$ cat src/rtl/div_sched.sv
// Programmable clock divider: registered clk_out/tick with glitch-free ratio
// changes that take effect only at a period boundary.
module div_sched #(
  parameter int W       = 8,
  parameter int DEF_DIV = 4
) (
  input  logic         clk,
  input  logic         rst,
  input  logic         en,
  input  logic         cfg_valid,
  input  logic [W-1:0] cfg_div,
  output logic         cfg_ready,
  output logic         cfg_err,
  output logic         clk_out,
  output logic         tick,
  output logic         busy,
  output logic [W-1:0] cur_div
);

  typedef enum logic [1:0] {IDLE, RUN, PEND} state_t;

  state_t       state, nxt_state;
  logic [W-1:0] cnt, nxt_cnt;
  logic [W-1:0] pend_div, nxt_pend;
  logic [W-1:0] nxt_div;
  logic         nxt_err;
  logic         hs, hs_ok, wrap, nxt_busy;

  assign cfg_ready = (state != PEND);
  assign busy      = (state != IDLE);
  assign hs        = cfg_valid && cfg_ready;
  assign hs_ok     = hs && (cfg_div >= W'(2));
  assign wrap      = (cnt == cur_div - W'(1));

  always_ff @(posedge clk) begin
    if (rst) state <= IDLE;
    else     state <= nxt_state;
  end

  always_comb begin
    nxt_state = state;
    nxt_cnt   = cnt;
    nxt_div   = cur_div;
    nxt_pend  = pend_div;
    nxt_err   = hs && !hs_ok;
    case (state)
      IDLE: begin
        nxt_cnt = '0;
        if (hs_ok) nxt_div = cfg_div;
        if (en) nxt_state = RUN;
      end
      RUN: begin
        nxt_cnt = wrap ? '0 : cnt + W'(1);
        // A ratio accepted on a stopping wrap has no period left to wait for.
        if (hs_ok && wrap && !en) begin
          nxt_div   = cfg_div;
          nxt_state = IDLE;
        end else if (hs_ok) begin
          nxt_pend  = cfg_div;
          nxt_state = PEND;
        end else if (wrap && !en) begin
          nxt_state = IDLE;
        end
      end
      PEND: begin
        nxt_cnt = wrap ? '0 : cnt + W'(1);
        if (wrap) begin
          nxt_div   = pend_div;
          nxt_state = en ? RUN : IDLE;
        end
      end
      default: nxt_state = IDLE;
    endcase
  end

  assign nxt_busy = (nxt_state != IDLE);

  // Outputs are computed from next-state values so they are true flops.
  always_ff @(posedge clk) begin
    if (rst) begin
      cnt      <= '0;
      cur_div  <= W'(DEF_DIV);
      pend_div <= '0;
      cfg_err  <= 1'b0;
      clk_out  <= 1'b0;
      tick     <= 1'b0;
    end else begin
      cnt      <= nxt_cnt;
      cur_div  <= nxt_div;
      pend_div <= nxt_pend;
      cfg_err  <= nxt_err;
      clk_out  <= nxt_busy && (nxt_cnt < (nxt_div >> 1));
      tick     <= nxt_busy && (nxt_cnt == '0);
    end
  end

endmodule

$ cat config.mk
export PLATFORM = sky130hd
export DESIGN_NAME = div_sched
export DESIGN_NICKNAME = d
export VERILOG_FILES = /design/src/rtl/div_sched.sv
export SDC_FILE = /design/constraint.sdc
export NUM_CORES = 1
export LEC_CHECK = 0
export CORE_ASPECT_RATIO = 1.25
export CORE_UTILIZATION = 55
export DETAILED_ROUTE_END_ITERATION = 7
export HOLD_SLACK_MARGIN = 0.03
export PLACE_DENSITY = 0.81
export SYNTH_ARGS = -nofsm -noshare
export SYNTH_HDL_FRONTEND = slang
export SYNTH_SLANG_ARGS = --single-unit
$ cat constraint.sdc
create_clock -name clk -period 4.4 [get_ports clk]
set_input_delay 0.88 -clock clk [delete_from_list [all_inputs] [get_ports clk]]
set_output_delay 0.88 -clock clk [all_outputs]
set_load 0.05 [all_outputs]
==> results of run 1 <==
## how the worst max path moves through the flow
stage                   end       start
floorplan           clk_out  cur_div[1]
global placement    clk_out  cfg_div[6]
detailed placement  clk_out  cfg_div[6]
CTS                 clk_out   cfg_valid
global route        clk_out  cur_div[0]
finish              clk_out   cfg_valid
## power groups by stage
| stage | Sequential (W) | Clock (W) | Combinational, W |
|---|---|---|---|
| final | 0.000319 | 0.000244 | 0.000380 |
| after global routing | 0.000323 | 0.000261 | 0.000411 |
| after CTS | 0.000318 | 0.000247 | 0.000378 |
| after floorplan | 0.000362 | 0 | 0.000249 |
| after detailed placement | 0.000324 | 0 | 0.000377 |
| after global placement | 0.000323 | 0 | 0.000370 |
## cells by family (layout without fill, tap and decap cells)
group / count (synthesis) / count (layout)
buffers and inverters: 22 / 47
and+or+nand+nor: 108 / 108
DFF: 29 / 29
muxes: 10 / 10
AOI/OAI and AO/OA: 47 / 47
xor gates and xnor gates: 14 / 14
adders and majority gates: 13 / 13
## area by class of cell
cell class                      count  area (µm²)  area share (%)
Timing Repair Buffer               25         248            10.2
Clock buffer                        7        96.3            3.96
Tap cell                           39        48.8            2.01
Sequential cell                    29         581            23.9
Inverter                           14        52.6            2.16
Clock inverter                      1        5.00           0.206
Multi-Input combinational cell    192        1400            57.6
## metal layers
layer,vias to the layer above,GRT usage (%)
met3,17,4.94
met2,54,46.7
li1,944,-
met4,0,13.3
met5,-,0
met1,909,34.0
## metrics by stage
| stage | hold slack (ps) | utilization [%] | worst slack [ps] | power (W) |
|---|---|---|---|---|
| finish | 482 | 68.0 | 741 | 0.000944 |
| global route | 513 | 68.0 | 528 | 0.000995 |
| CTS | 484 | 68.0 | 798 | 0.000943 |
| detailed placement | 475 | 65.2 | 510 | 0.000701 |
| global placement | 469 | 65.2 | 611 | 0.000694 |
| floorplan | 453 | - | 958 | 0.000611 |
## state kept, by name, summed over array words and instances, names as in the netlist
signal,count
pend_div,8
clk_out,1
cur_div,8
cnt,8
tick,1
cfg_err,1
state,2
## worst max-delay path, cell delays in order
cell,delay [ps]
clkdlybuf4s50_1,450
nor2b_1,280
nor2b_1,460
o22ai_1,170
nor3_2,390
nor2b_1,100
a221oi_1,230
ha_1,290
a21oi_1,140
nor2b_1,60
o21ai_0,150
nand2b_1,90
a211oi_2,180
## placed cells by master, fill, tap and decap left out, types with 2 or more instances in the layout
master            n
nor4_1            3
nand3_1           8
clkdlybuf4s50_1  24
nor2_1           27
o21ai_0           7
a221oi_1          5
ha_1             13
clkbuf_8          7
nand4_1           5
nor2b_1          11
nor3_1           10
a21oi_1           8
nand2_1          11
and3_1           10
a31oi_1           3
a221o_1           5
xnor2_1           8
and4_1            2
nor3b_1           2
xor2_1            6
or4_1             2
a211oi_1          2
a21oi_2           2
inv_1            14
mux2i_1           8
or3_1             2
dfxtp_1          29
or3_4             2
and2_1            3
==> results.sh, run 1 <==
export IMPL_grt_pass1_wl_um=8630
export IMPL_final_area_mm2=0.00243
export IMPL_grt_usage_pct=27.8
export IMPL_wl_met3_um=201
export IMPL_post_dp_hpwl_um=3960
export IMPL_ir_drop_uv=219
export IMPL_rows=24
export IMPL_setup_viol=0
export IMPL_pin_count=25
export IMPL_rsz0062_at_grt="false"
export IMPL_cts_resized=0
export IMPL_reg2reg_depth=16
export IMPL_slew_viol_final=0
export IMPL_drc=4
export IMPL_hold_viol=0
export IMPL_synth_compound_area_share_pct=18.8
export IMPL_dp_cells=299
export IMPL_drtIter0Drc=96
export IMPL_ys_flop_type="dfxtp_1"
export IMPL_swShare_pct=38.8
export IMPL_fillerInstances=306
export IMPL_wl_met2_um=2560
export IMPL_synthDistinctLibCells=57
export IMPL_min_delay_start="pend_div[0]"
export IMPL_core_mm2=0.00357
export IMPL_ant_nets=0
export IMPL_layout_drive_gt1_share_pct=10.1
export IMPL_critPathKind="in -> reg"
export IMPL_synth_edff_count=0
export IMPL_dieWidth_um=57.2
export IMPL_failed_checks="DRC"
export IMPL_detailedRoute_firstPassIterationCount=6
export IMPL_synthArstFlopShare_pct=0
export IMPL_layout_nets=292
export IMPL_ctsRootBufferMaster="clkbuf_8"
export IMPL_hold_end="cur_div[0]"
export IMPL_die_area_mm2=0.00406
export IMPL_fin_tns_setup_ps=0
export IMPL_synth_top_family_by_area="simple AND/OR/NAND/NOR gates"
export IMPL_grt_max_degree=24
export IMPL_fmax_mhz=273
export IMPL_worstHoldPathCells=2
export IMPL_power_internal_w=0.000577
export IMPL_ys_warnings_count=0
export IMPL_antenna_cells=0
export IMPL_cts_tree="done"
export IMPL_cp_end_kind="flop"
export IMPL_port_buffers=24
export IMPL_antenna_found_initial=0
export IMPL_startpoint_type="primary input"
export IMPL_reg2reg_to="clk_out"
export IMPL_reg2reg_from="cur_div[0]"
export IMPL_min_period_over_period_pct=83.2
export IMPL_p_comb_share_pct=40.3
export IMPL_crit_arrival_ps=3860
export IMPL_p_seq_share_pct=33.8
export IMPL_grt_pass1_vias=1836
export IMPL_cts_inserted_buffers=5
export IMPL_synthToLayoutAreaGrowth_pct=16.1
export IMPL_syn_area_mm2=0.00209
export IMPL_hold_class="reg -> reg"
export IMPL_syn_nets=268
export IMPL_pwr_density_cell_mw_per_mm2=388
export IMPL_drv_cap=0
export IMPL_start_util_pct=58.6
export IMPL_vias=1924
export IMPL_synth_fa_ha_area_share_pct=7.77
export IMPL_crit_required_ps=4600
export IMPL_clk_latency_ps=280
export IMPL_relSlewSlack_pct=59.6
export IMPL_worst_slew_pin_slew_ps=606
export IMPL_syn_avg_cell_area_um2=8.61
export IMPL_wl_met1_um=2360
export IMPL_p_leak_nw=1.03
export IMPL_post_synth_xor_area_fraction_pct=5.86
export IMPL_yosysMostFrequentCell="dfxtp_1"
export IMPL_place_congestion=0.956
export IMPL_yosysTopAreaCell="dfxtp_1"
export IMPL_ys_ff_latch=29
export IMPL_crit_fanout=8
export IMPL_wl_per_cell_um=17.2
export IMPL_clock_sinks=29
export IMPL_p_clk_share_pct=25.8
export IMPL_clockBufferDepth=2
export IMPL_gr_total_overflow=0
export IMPL_synth_top_area_share_pct=27.7
export IMPL_synthTopCellsByCount="dfxtp_1 (29), nor2_1 (27), inv_1 (14)"
export IMPL_synthSimpleGateAreaFrac_pct=29.3
export IMPL_post_cts_setup_buffers=0
export IMPL_die_h_um=71.0
export IMPL_syn_inst=243
export IMPL_placedInstanceArea_mm2=0.00233
export IMPL_htree_levels=2
export IMPL_seq_area_frac_synth_pct=27.7
export IMPL_hold_buffers=0
export IMPL_top_layer_used="met4"
export IMPL_synth_area_top_cells="dfxtp_1 (28%), ha_1 (7.8%), nor2_1 (4.8%)"
export IMPL_r2r_slack_ps=850
export IMPL_finalNonFillerCells=307
export IMPL_routed_wl_um=5290
export IMPL_synth_mux_area_share_pct=5.08
export IMPL_path_clk_slew_ps=60
export IMPL_p_sw_w=0.000366
export IMPL_vias_per_cell=6.27
export IMPL_status="finished, violations left"
export IMPL_fin_skew_ps=4.54
export IMPL_min_period_ps=3660
(Power assumes the default switching activity.)
==> run 2, diff against run 1 <==
clock period = 3.65 ns   (was 4.4 ns; I/O delays follow)
==> results.sh, run 2 (synthesized netlist as in run 1, its figures left out) <==
export IMPL_routed_wl_um=5300
export IMPL_crit_fanout=10
export IMPL_failed_checks="DRC"
export IMPL_rsz0062_at_grt="false"
export IMPL_cp_end_kind="flop"
export IMPL_p_leak_nw=1.07
export IMPL_fin_skew_ps=2.90
export IMPL_layout_nets=303
export IMPL_finalNonFillerCells=316
export IMPL_fin_util_pct=70.1
export IMPL_r2r_slack_ps=190
export IMPL_hold_class="reg -> reg"
export IMPL_drc=2
export IMPL_ir_drop_uv=287
export IMPL_clk_latency_ps=280
export IMPL_wl_per_cell_um=16.8
export IMPL_pwr_density_cell_mw_per_mm2=448
export IMPL_path_clk_slew_ps=60
export IMPL_grt_pass1_vias=1893
export IMPL_dieWidth_um=57.2
export IMPL_critPathKind="reg -> reg"
export IMPL_clock_sinks=29
export IMPL_cts_tree="done"
export IMPL_reg_largest_list="cnt x8, cur_div x8, pend_div x8"
export IMPL_ctsRootBufferMaster="clkbuf_8"
export IMPL_dp_cells=308
export IMPL_antenna_cells=0
export IMPL_fmax_mhz=289
export IMPL_mostFrequentLayoutCells="nor2_1 (27), dfxtp_1 (27), clkdlybuf4s50_1 (24), inv_1 (14), ha_1 (13)"
export IMPL_clockBufferDepth=2
export IMPL_place_congestion=0.920
export IMPL_vias_per_cell=6.16
export IMPL_hold_buffers=0
export IMPL_reg2reg_to="clk_out"
export IMPL_reg2reg_depth=14
export IMPL_min_period_over_period_pct=94.9
export IMPL_status="finished, violations left"
export IMPL_die_h_um=71.0
export IMPL_crit_required_ps=3860
export IMPL_rows=24
export IMPL_vias=1945
export IMPL_die_area_mm2=0.00406
export IMPL_min_period_ps=3460
export IMPL_gr_total_overflow=0
export IMPL_post_dp_hpwl_um=4020
export IMPL_synthToLayoutAreaGrowth_pct=19.7
export IMPL_fin_tns_setup_ps=0
export IMPL_grt_pass1_wl_um=8690
export IMPL_htree_levels=2
export IMPL_worst_slew_pin_slew_ps=553
export IMPL_cp_startpoint="cur_div[3]"
export IMPL_placedInstanceArea_mm2=0.00240
export IMPL_pin_count=25
export IMPL_antenna_found_initial=0
export IMPL_startpoint_type="flop"
export IMPL_relSlewSlack_pct=63.0
export IMPL_ant_nets=0
export IMPL_hold_viol=0
export IMPL_layout_drive_gt1_share_pct=14.8
export IMPL_drv_cap=0
export IMPL_start_util_pct=58.6
export IMPL_reg2reg_from="cur_div[3]"
export IMPL_grt_usage_pct=27.6
export IMPL_port_buffers=24
export IMPL_crit_arrival_ps=3670
export IMPL_drtIter0Drc=111
export IMPL_grt_max_degree=20
export IMPL_detailedRoute_firstPassIterationCount=6
export IMPL_min_delay_start="pend_div[0]"
export IMPL_slew_viol_final=0
export IMPL_power_w=0.00112
export IMPL_setup_viol=0
export IMPL_critical_path_endpoint="clk_out"
export IMPL_cts_inserted_buffers=5
export IMPL_core_mm2=0.00357
export IMPL_final_area_mm2=0.00250
==> run 2: what timing repair did <==
action | in CTS | in global routing
setup endpoints to repair | 0 | 1
gates resized for setup | 0 | 6
setup buffers | 0 | 2
==> run 2: power by group <==
part	internal, W	total (W)	switching (W)
clock	0.000125	0.000248	0.000123
combinational	0.000205	0.000492	0.000287
sequential	0.000346	0.000381	0.0000359
==> run 2: cell type report <==
| cell class | count | area [µm²] |
|---|---|---|
| inverter | 14 | 52.6 |
| sequential | 29 | 583 |
| clock buffer | 5 | 68.8 |
| clock inverter | 1 | 5.00 |
| multi-input combinational | 192 | 1420 |
| fill | 293 | 1070 |
| timing repair buffer | 36 | 330 |
| tap | 39 | 48.8 |
==> run 2: how the worst min path moves through the flow <==
stage	end	slack [ps]	cells after the start
3_5_place_dp	cur_div[0]	480	2
2_1_floorplan	cur_div[0]	450	2
5_1_grt	cur_div[0]	520	2
4_1_cts	cur_div[0]	490	2
6_report	cur_div[0]	480	2
3_3_place_gp	cur_div[0]	460	2
==> run 2: critical path: stages (launching register included) <==
cell and delay, ps:
dfxtp_1 430, or3_1 440, and4bb_1 290, o21bai_4 170
and4_2 340, o22ai_1 150, nor3_4 330, nor2b_1 80
a221oi_1 240, ha_1 310, a21oi_1 160, nor2b_1 60
o21ai_0 140, nand2b_1 80, a211oi_2 180
==> run 2: metal layers <==
| layer | vias up | part of all wire, % | track usage (%) |
|---|---|---|---|
| met2 | 70 | 49 | 46.7 |
| met5 | - | 0 | 0 |
| li1 | 961 | - | - |
| met4 | 0 | 2.0 | 12.5 |
| met3 | 10 | 6.3 | 5.48 |
| met1 | 904 | 43 | 33.6 |
==> run 2: through the flow <==
| stage | worst slack [ps] | hold slack, ps |
|---|---|---|
| finish | 187 | 480 |
| global route | 4.79 | 524 |
| CTS | 114 | 486 |
| detailed placement | 76.4 | 478 |
| global placement | 140 | 460 |
| floorplan | 208 | 453 |
==> run 3, diff against run 2 <==
REMOVE_ABC_BUFFERS = 1   (was default)
TNS_END_PERCENT = 20   (was default)
==> results.sh, run 3 (synthesized netlist as in run 1, its figures left out) <==
export IMPL_die_area_mm2=0.00406
export IMPL_p_clk_share_pct=23.1
export IMPL_drv_cap=0
export IMPL_relSlewSlack_pct=66.0
export IMPL_pwr_density_cell_mw_per_mm2=458
export IMPL_vias_per_cell=6.23
export IMPL_antenna_found_initial=0
export IMPL_grt_usage_pct=27.1
export IMPL_layout_drive_gt1_share_pct=15.8
export IMPL_grt_max_degree=23
export IMPL_reg2reg_from="cur_div[3]"
export IMPL_grt_pass1_wl_um=8550
export IMPL_path_clk_slew_ps=70
export IMPL_cpMaxStageDelayCell="or3b_2"
export IMPL_fin_hold_ws_ps=468
export IMPL_cts_inserted_buffers=5
export IMPL_crit_arrival_ps=3660
export IMPL_min_period_ps=3440
export IMPL_die_h_um=71.0
export IMPL_vias=1982
export IMPL_p_leak_nw=1.07
export IMPL_hold_class="reg -> reg"
export IMPL_clk_latency_ps=290
export IMPL_ant_nets=0
export IMPL_port_buffers=24
export IMPL_min_delay_start="pend_div[0]"
export IMPL_detailedRoute_firstPassIterationCount=7
export IMPL_min_period_over_period_pct=94.3
export IMPL_gr_total_overflow=0
export IMPL_timing_critical_path_mode_cell="nor2b_1"
export IMPL_p_comb_share_pct=44.1
export IMPL_pre_cts_slack_ps=57.2
export IMPL_path_delay_family="simple AND/OR/NAND/NOR gates"
export IMPL_worst_slew_pin_slew_ps=509
export IMPL_start_util_pct=58.6
export IMPL_setup_viol=0
export IMPL_p_seq_share_pct=32.8
export IMPL_ctsRootBufferMaster="clkbuf_8"
export IMPL_rows=24
export IMPL_cts_tree="done"
export IMPL_crit_fanout=10
export IMPL_p_sw_w=0.000464
export IMPL_pin_count=25
export IMPL_clockBufferDepth=2
export IMPL_htree_levels=2
export IMPL_antenna_cells=0
export IMPL_clock_sinks=29
export IMPL_critPathKind="reg -> reg"
export IMPL_final_common_cell="dfxtp_1"
export IMPL_fmax_mhz=291
export IMPL_path_cells="nor4_1 -> nor3_1 -> or3b_2 -> and4_2 -> o22ai_1 -> nor3_4 -> nor2b_1 -> a221oi_1 -> ha_1 -> a21oi_1 -> nor2b_1 -> o21ai_0 -> nand2b_1 -> a211oi_2"
export IMPL_setup_slack_ps=209
export IMPL_power_internal_w=0.000690
export IMPL_slowest_delay_ps=560
export IMPL_synthToLayoutAreaGrowth_pct=20.4
export IMPL_crit_required_ps=3860
export IMPL_slew_viol_final=0
export IMPL_hold_viol=0
export IMPL_wl_per_cell_um=16.5
export IMPL_core_mm2=0.00357
export IMPL_failed_checks="DRC"
export IMPL_swShare_pct=40.2
export IMPL_cp_end_kind="flop"
export IMPL_grt_pass1_vias=1863
export IMPL_drtIter0Drc=79
export IMPL_drc=2
export IMPL_routed_wl_um=5250
export IMPL_status="finished, violations left"
export IMPL_post_dp_hpwl_um=3960
export IMPL_hold_buffers=0
export IMPL_mostFrequentLayoutCells="dfxtp_1 (27), nor2_1 (26), clkdlybuf4s50_1 (24), inv_1 (14), ha_1 (13)"
export IMPL_startpoint_type="flop"
export IMPL_dieWidth_um=57.2
export IMPL_place_congestion=0.894
export IMPL_crit_buf_inv=0
export IMPL_layout_nets=303
export IMPL_ir_drop_uv=268
export IMPL_cp_startpoint="cur_div[3]"
export IMPL_reg_largest_list="cnt x8, cur_div x8, pend_div x8"
export IMPL_fin_skew_ps=6.87
==> run 3: cell types whose count changed in the layout (fill, tap and decap cells not counted) <==
cell	before	now
clkinv_2	1	2
clkinvlp_4	0	1
nor2_1	27	26
nor2_2	1	2
==> run 3: per-stage QoR <==
stage / instance area, µm² / power (W) / utilization, % / setup TNS [ps] / std cells
after floorplan: 2030 / 0.000717 / - / 0 / 235
after global placement: 2390 / 0.000850 / 66.8 / 0 / 307
after detailed placement: 2390 / 0.000857 / 66.8 / 0 / 307
after CTS: 2470 / 0.00112 / 69.3 / 0 / 315
after global routing: 2520 / 0.00121 / 70.5 / -29.2 / 318
final: 2520 / 0.00115 / 70.5 / 0 / 318
==> run 3: worst register-to-register path: stages (launching register included) <==
cell,delay (ps)
dfxtp_1,420
nor4_1,430
nor3_1,90
or3b_2,560
and4_2,330
o22ai_1,310
nor3_4,120
nor2b_1,130
a221oi_1,60
ha_1,310
a21oi_1,150
nor2b_1,70
o21ai_0,140
nand2b_1,80
a211oi_2,180
==> run 3: power by group through the flow <==
| stage | Combinational, W | Sequential [W] | Clock (W) |
|---|---|---|---|
| finish | 0.000509 | 0.000379 | 0.000266 |
| global route | 0.000547 | 0.000383 | 0.000284 |
| CTS | 0.000474 | 0.000377 | 0.000272 |
| detailed placement | 0.000473 | 0.000384 | 0 |
| global placement | 0.000467 | 0.000383 | 0 |
| floorplan | 0.000277 | 0.000440 | 0 |
==> run 3: routing by layer <==
| metal | part of all wire [%] | routed length, µm | vias to the layer above | global-route usage [%] |
|---|---|---|---|---|
| met3 | 4.9 | 259 | 11 | 5.12 |
| met2 | 50 | 2610 | 67 | 46.4 |
| met1 | 43 | 2260 | 933 | 32.7 |
| li1 | - | - | 971 | - |
| met4 | 2.3 | 121 | 0 | 12.2 |
| met5 | 0 | 0 | - | 0 |
==> run 3: what timing repair did <==
item,CTS,global route
resized for setup,0,7
buffers inserted,0,3
setup endpoints to repair,0,1
hold endpoints to repair,0,0
==> run 3: area by class of cell <==
cell class | instances | area, µm²
Multi-Input combinational cell | 192 | 1420
Fill cell | 293 | 1050
Sequential cell | 29 | 583
Timing Repair Buffer | 36 | 330
Clock buffer | 5 | 68.8
Inverter | 14 | 52.6
Tap cell | 39 | 48.8
Clock inverter | 3 | 17.5
==> run 3: path summary, 6_finish.rpt <==
kind / slack, ps / to / depth (start not counted)
max: 210 / clk_out / 14
min: 470 / cur_div[0] / 2
max reg2reg: 210 / clk_out / 14
min reg2reg: 470 / cur_div[0] / 2
